**src/rtl/pipe_stage_reg.sv**
```systemverilog
// Generic pipeline-boundary register: DEPTH slots of {valid, payload} with stall, flush and occupancy.
// Define PIPE_STAGE_REG_STATS_EN to build the saturating stall/bubble statistics counters.
module pipe_stage_reg #(
  parameter  int DATA_W = 104,
  parameter  int DEPTH  = 1,
  localparam int OCC_W  = $clog2(DEPTH + 1)
) (
  input  logic              clk_i,
  input  logic              rst_i,
  input  logic              in_valid_i,
  input  logic [DATA_W-1:0] in_data_i,
  input  logic              stall_i,
  input  logic              flush_i,
  output logic              out_valid_o,
  output logic [DATA_W-1:0] out_data_o,
  output logic [OCC_W-1:0]  occ_o,
  output logic [31:0]       stall_cnt_o,
  output logic [31:0]       bubble_cnt_o
);

  logic [DEPTH-1:0]  v_q, v_d;
  logic [DATA_W-1:0] d_q [DEPTH];
  logic [DATA_W-1:0] d_d [DEPTH];
  logic [OCC_W-1:0]  occ_q, occ_d;

  // NOTE: combinational next-state uses blocking '=' with every output defaulted first, so no latch is inferred.
  always_comb begin
    v_d = v_q;
    d_d = d_q;
    if (flush_i) begin
      v_d = '0;
      for (int k = 0; k < DEPTH; k++) d_d[k] = '0;
    end else if (!stall_i) begin
      v_d[0] = in_valid_i;
      // A bubble always carries an all-zero payload, so its downstream control fields are inert.
      d_d[0] = in_valid_i ? in_data_i : '0;
      for (int k = 1; k < DEPTH; k++) begin
        v_d[k] = v_q[k-1];
        d_d[k] = d_q[k-1];
      end
    end
  end

  // Occupancy is counted from the next-state valid bits so it lands on the same edge as the slots.
  always_comb begin
    occ_d = '0;
    for (int k = 0; k < DEPTH; k++) occ_d = occ_d + OCC_W'(v_d[k]);
  end

  // NOTE: payload slots are reset too (unlike a RAM) because a cleared slot must read as an all-zero bubble.
  always_ff @(posedge clk_i or negedge rst_i) begin
    if (!rst_i) begin
      v_q   <= '0;
      occ_q <= '0;
      for (int k = 0; k < DEPTH; k++) d_q[k] <= '0;
    end else begin
      v_q   <= v_d;
      occ_q <= occ_d;
      for (int k = 0; k < DEPTH; k++) d_q[k] <= d_d[k];
    end
  end

  assign out_valid_o = v_q[DEPTH-1];
  assign out_data_o  = d_q[DEPTH-1];
  assign occ_o       = occ_q;

`ifdef PIPE_STAGE_REG_STATS_EN
  logic [31:0] stall_cnt_q, bubble_cnt_q;

  // Both counters saturate; flush leaves them alone, only reset clears them.
  always_ff @(posedge clk_i or negedge rst_i) begin
    if (!rst_i) begin
      stall_cnt_q  <= '0;
      bubble_cnt_q <= '0;
    end else begin
      if (stall_i && (stall_cnt_q != '1))
        stall_cnt_q <= stall_cnt_q + 32'd1;
      if (!v_q[DEPTH-1] && (bubble_cnt_q != '1))
        bubble_cnt_q <= bubble_cnt_q + 32'd1;
    end
  end

  assign stall_cnt_o  = stall_cnt_q;
  assign bubble_cnt_o = bubble_cnt_q;
`else
  assign stall_cnt_o  = '0;
  assign bubble_cnt_o = '0;
`endif

endmodule

```
**config.mk**
```make
export PLATFORM = sky130hd
export DESIGN_NAME = pipe_stage_reg
export DESIGN_NICKNAME = d
export VERILOG_FILES = /design/src/rtl/pipe_stage_reg.sv
export SDC_FILE = /design/constraint.sdc
export NUM_CORES = 1
export LEC_CHECK = 0
export CELL_PAD_IN_SITES_DETAIL_PLACEMENT = 0
export CELL_PAD_IN_SITES_GLOBAL_PLACEMENT = 1
export CORE_ASPECT_RATIO = 1.1
export CORE_MARGIN = 4
export CORE_UTILIZATION = 28
export CTS_BUF_LIST = sky130_fd_sc_hd__clkbuf_8
export DETAILED_ROUTE_END_ITERATION = 16
export GPL_ROUTABILITY_DRIVEN = 0
export GPL_TIMING_DRIVEN = 0
export HOLD_SLACK_MARGIN = 0.02
export PLACE_DENSITY_LB_ADDON = 0.08
export SLEW_MARGIN = 15
export SYNTH_ARGS = -nofsm -noshare
export SYNTH_HDL_FRONTEND = slang
export SYNTH_SLANG_ARGS = --single-unit
```
**constraint.sdc**
```tcl
create_clock -name clk_i -period 0.8 [get_ports clk_i]
set_clock_uncertainty 0.1 [all_clocks]
set_input_delay 0.08 -clock clk_i [delete_from_list [all_inputs] [get_ports clk_i]]
set_output_delay 0.08 -clock clk_i [all_outputs]
set_load 0.02 [all_outputs]
```
**Yosys cells after proc, flatten, opt, wreduce, memory -nomap -nowiden**

Index checks and enable logic that the tools add are counted.
Widths: inputs -> output; s select.

- Mux-type cells: 5
- Eq/ne operators: 1

Operators with widths:

| kind | number |
|---|---|
| $mux 104 | 3 |
| $mux 1 | 2 |
| $ne 2x1->1 const B | 1 |

- Bits in registers: 105
- Logic and storage cells: 8
- Output and inout bits: 170
- Input port bits: 109

**Longest topological paths before layout**

- Word-level depth: 3
- Mapped depth: 5
- Mapped depth without buffers: 2

**Least setup slack after synthesis**

OpenSTA, ideal clock, no wires.

- Path kind: input port to flip-flop
- Start: in in_valid_i
- End: reg d_q (netlist bit out_data_o[37])
- Stages on the path: 5
- Slack: -0.229 ns
- Path buffers: 3
- Library setup time: 0.122 ns
- Required time: 0.578 ns
- Arrival: 0.808 ns
- Cell sequence: nor2b_1 clkbuf_2 buf_6 buf_6 a32o_1

- Word-level cells in the longest chain between the ends: 3

RTL lines:

| element | line | text |
|---|---|---|
| from (decl) | 10 | `input logic in_valid_i,` |
| $mux 104 | 36 | `d_d[0] = in_valid_i ? in_data_i : '0;` |
| $mux 104 | 33 | `end else if (!stall_i) begin` |
| $mux 104 | 30 | `if (flush_i) begin` |
| to (decl) | 22 | `logic [DATA_W-1:0] d_q [DEPTH];` |

No other way between the ends. The select of a mux whose other input is x is not followed.
A chain may end at the register's enable or synchronous reset.

==> impl_metrics.ini <==
[pwr]
clkPwrFrac_pct = 28.3
power_switching_mw = 3.154
pwr-share-seq_pct = 48.1
leakagePower_nw = 3.914
combPwrFrac_pct = 23.6
swShare_pct = 26.78
p_per_area_nw_per_um2 = 1465
power_mw = 11.78
internal-power_mw = 8.625
ir_drop_mv = 0.7091

[setup_path]
worstPathCellList = buf_6 -> buf_6
cp-start-kind = register
endpoint_kind = output pin
max_stage_delay_ns = 0.43
path_class = register to output pin
worstPathArrival_ns = 1.03
timing.critical_path.mode_cell = buf_6
required_ns = 0.62
path_max_fanout = 3
cp_slowest_cell = dfrtp_2

[layout]
final_core_util_pct = 51.50
syn_to_final_growth_pct = 80.94
fin_area_um2 = 8041
final_cells = 858
diodes = 0
finalNetCount = 763
drive_gt1_share_pct = 41.34

[clock_tree]
path_clk_slew_ns = 0.09
root_buffer = clkbuf_8
clock_latency_ns = 0.37
cts.sinks = 105
htreeDepth = 3
cts_hold_buf = 3
clockBufferDepth = 2
cts_made_buffers = 9
cts_tree = built

[grt]
grtUsageMet1_pct = 18.77
antenna_found_initial = 0
grt_max_degree = 62
track_usage_pct = 15.35
groute.layer.met3.usage_pct = 6.674
grt_use_met2_pct = 24.27
grt_overflow = 0
grt_pass1_wl_mm = 21.50
busiest_layer = met2
grt_pass1_vias = 3838

[logic_synthesis]
ys_ff_latch = 105
synth-edff-count = 0
synth.most_common_cell = dfrtp_1
syn_inst = 315
seq_area_frac_synth_pct = 59.12
synth_top_area_share_pct = 59.12
synth_top_flop_cell = dfrtp_1
yosys.area.top_type = dfrtp_1
yosysWarnings = 0
netlist_area_um2 = 4444
synthArstFlopShare_pct = 100.0
synth_cell_types = 12
synth_top_cells_by_count = dfrtp_1, a32o_1, buf_4, buf_6, buf_2
syn_area_per_cell_um2 = 14.11
yosys-top-cells-area = dfrtp_1, a32o_1, buf_4, buf_6, buf_2

[floorplanning]
io_pins = 279
rows = 48
dieWidth_um = 128.1
start_util_pct = 28.46
core-area_um2 = 15620
die_h_um = 140.1
die_area_um2 = 17950

[timing]
rsz0062_at_grt = true
holdWs_ns = -0.4224
worstMarginPinSlew_ns = 0.6067
tns_ns = -36.77
finalCriticalPeriod_ns = 1.212
relSlewSlack_pct = 59.55
setup_ws_ns = -0.4116
hold_violations = 60
fmax_mhz = 825.3
setup_violations = 207
period_share_pct = 151.5
finalMaxSlewViolations = 0

[route]
num_vias = 3900
post_drt_wl_per_cell_um = 16.61
first_iter_violations = 148
drt-total-wl_mm = 14.25
ant_nets = 0
drt_pre_antenna_iters = 4
via_per_inst = 4.545
drc_errors = 0

[place]
dp_cells = 793
placed_area_um2 = 7103
dp_slack_ns = -0.9257
portBuffers = 214
dp_hpwl_mm = 10.31

[outcome]
status = finished with violations
violations = hold timing, setup timing

[min_path]
holdCritPathClass = input port to async pin

[flow_run]
drv_cap = 0
## layer usage
| layer | routed length (um) | vias up | part of all wire [%] |
|---|---|---|---|
| met1 | 5629 | 1922 | 39 |
| met5 | 0 | - | 0 |
| met2 | 6830 | 174 | 48 |
| li1 | - | 1791 | - |
| met3 | 1577 | 13 | 11 |
| met4 | 213 | 0 | 1.5 |
## worst max-delay path, delay by kind of cell (launching register included)
family,cells,cell delay [ns]
buffers and inverters,2,0.24
DFF,1,0.43
## layout make-up
cell class	count	area [um2]
well taps	200	250.2
flip-flops and latches	105	2629
fillers	1468	7574
multi-input cells	172	1323
clock buffers	11	151.4
plain buffers	98	800.8
inverters	1	3.754
clock inverters	4	43.79
repair buffers	267	2840
## final timing paths
path | startpoint | to | slack [ns] | depth (start not counted)
max | occ_o$_DFFE_PN0P_ | out_valid_o | -0.41 | 2
min | rst_i | out_data_o[54]$_DFFE_PN0P_ | -0.42 | 1
max reg2reg | out_data_o[66]$_DFFE_PN0P_ | out_data_o[66]$_DFFE_PN0P_ | -0.15 | 2
min reg2reg | out_data_o[6]$_DFFE_PN0P_ | out_data_o[6]$_DFFE_PN0P_ | 0.41 | 1
max in group asynchronous | rst_i | out_data_o[96]$_DFFE_PN0P_ | 0.37 | 2
min in group clk_i | stall_i | out_data_o[99]$_DFFE_PN0P_ | 0.20 | 4
## cell families after synthesis
family	count (synthesis)	share of synthesized area [%]
flip-flops	105	59.12
AO/OA/AOI/OAI	104	23.42
buffers and inverters	101	16.78
AND/OR/NAND/NOR	3	0.3659
multiplexers	1	0.2252
other	1	0.08438
## power by group through the flow
stage	clock network, mW	logic, mW	registers, mW
CTS	3.52	2.73	5.65
finish	3.34	2.78	5.66
detailed placement	0	2.49	5.72
global placement	0	2.46	5.71
global route	3.72	2.97	5.68
floorplan	0	0.985	5.96
## cell usage in the layout, fill, tap and decap left out
| cell type | n |
|---|---|
| buf_6 | 143 |
| a32o_1 | 104 |
| clkdlybuf4s50_1 | 104 |
| dfrtp_1 | 104 |
| buf_4 | 87 |
| conb_1 | 64 |
| clkbuf_8 | 14 |
| buf_2 | 11 |
| clkbuf_1 | 4 |
| buf_8 | 3 |
| dlygate4sd3_1 | 3 |
| nor2b_4 | 2 |
| clkbuf_2 | 2 |
| clkinv_2 | 2 |
| bufbuf_16 | 2 |
| buf_16 | 2 |
| inv_2 | 1 |
| buf_12 | 1 |
| mux2i_1 | 1 |
| nor2_1 | 1 |
| bufinv_16 | 1 |
| inv_1 | 1 |
| dfrtp_2 | 1 |
## flip-flops by register name, indices dropped and copies added (netlist names)
name and cells:
occ_o 1, out_data_o 104
## timing repair
| item | in CTS | in global routing |
|---|---|---|
| endpoints found under the setup margin | 211 | 211 |
| buffers inserted | 31 | 24 |
| pin swaps | 103 | 11 |
| resized for setup | 674 | 24 |
| gates cloned | 3 | 0 |
| hold endpoints to repair | 61 | 60 |
No activity file was read; power rests on OpenSTA's default activity.
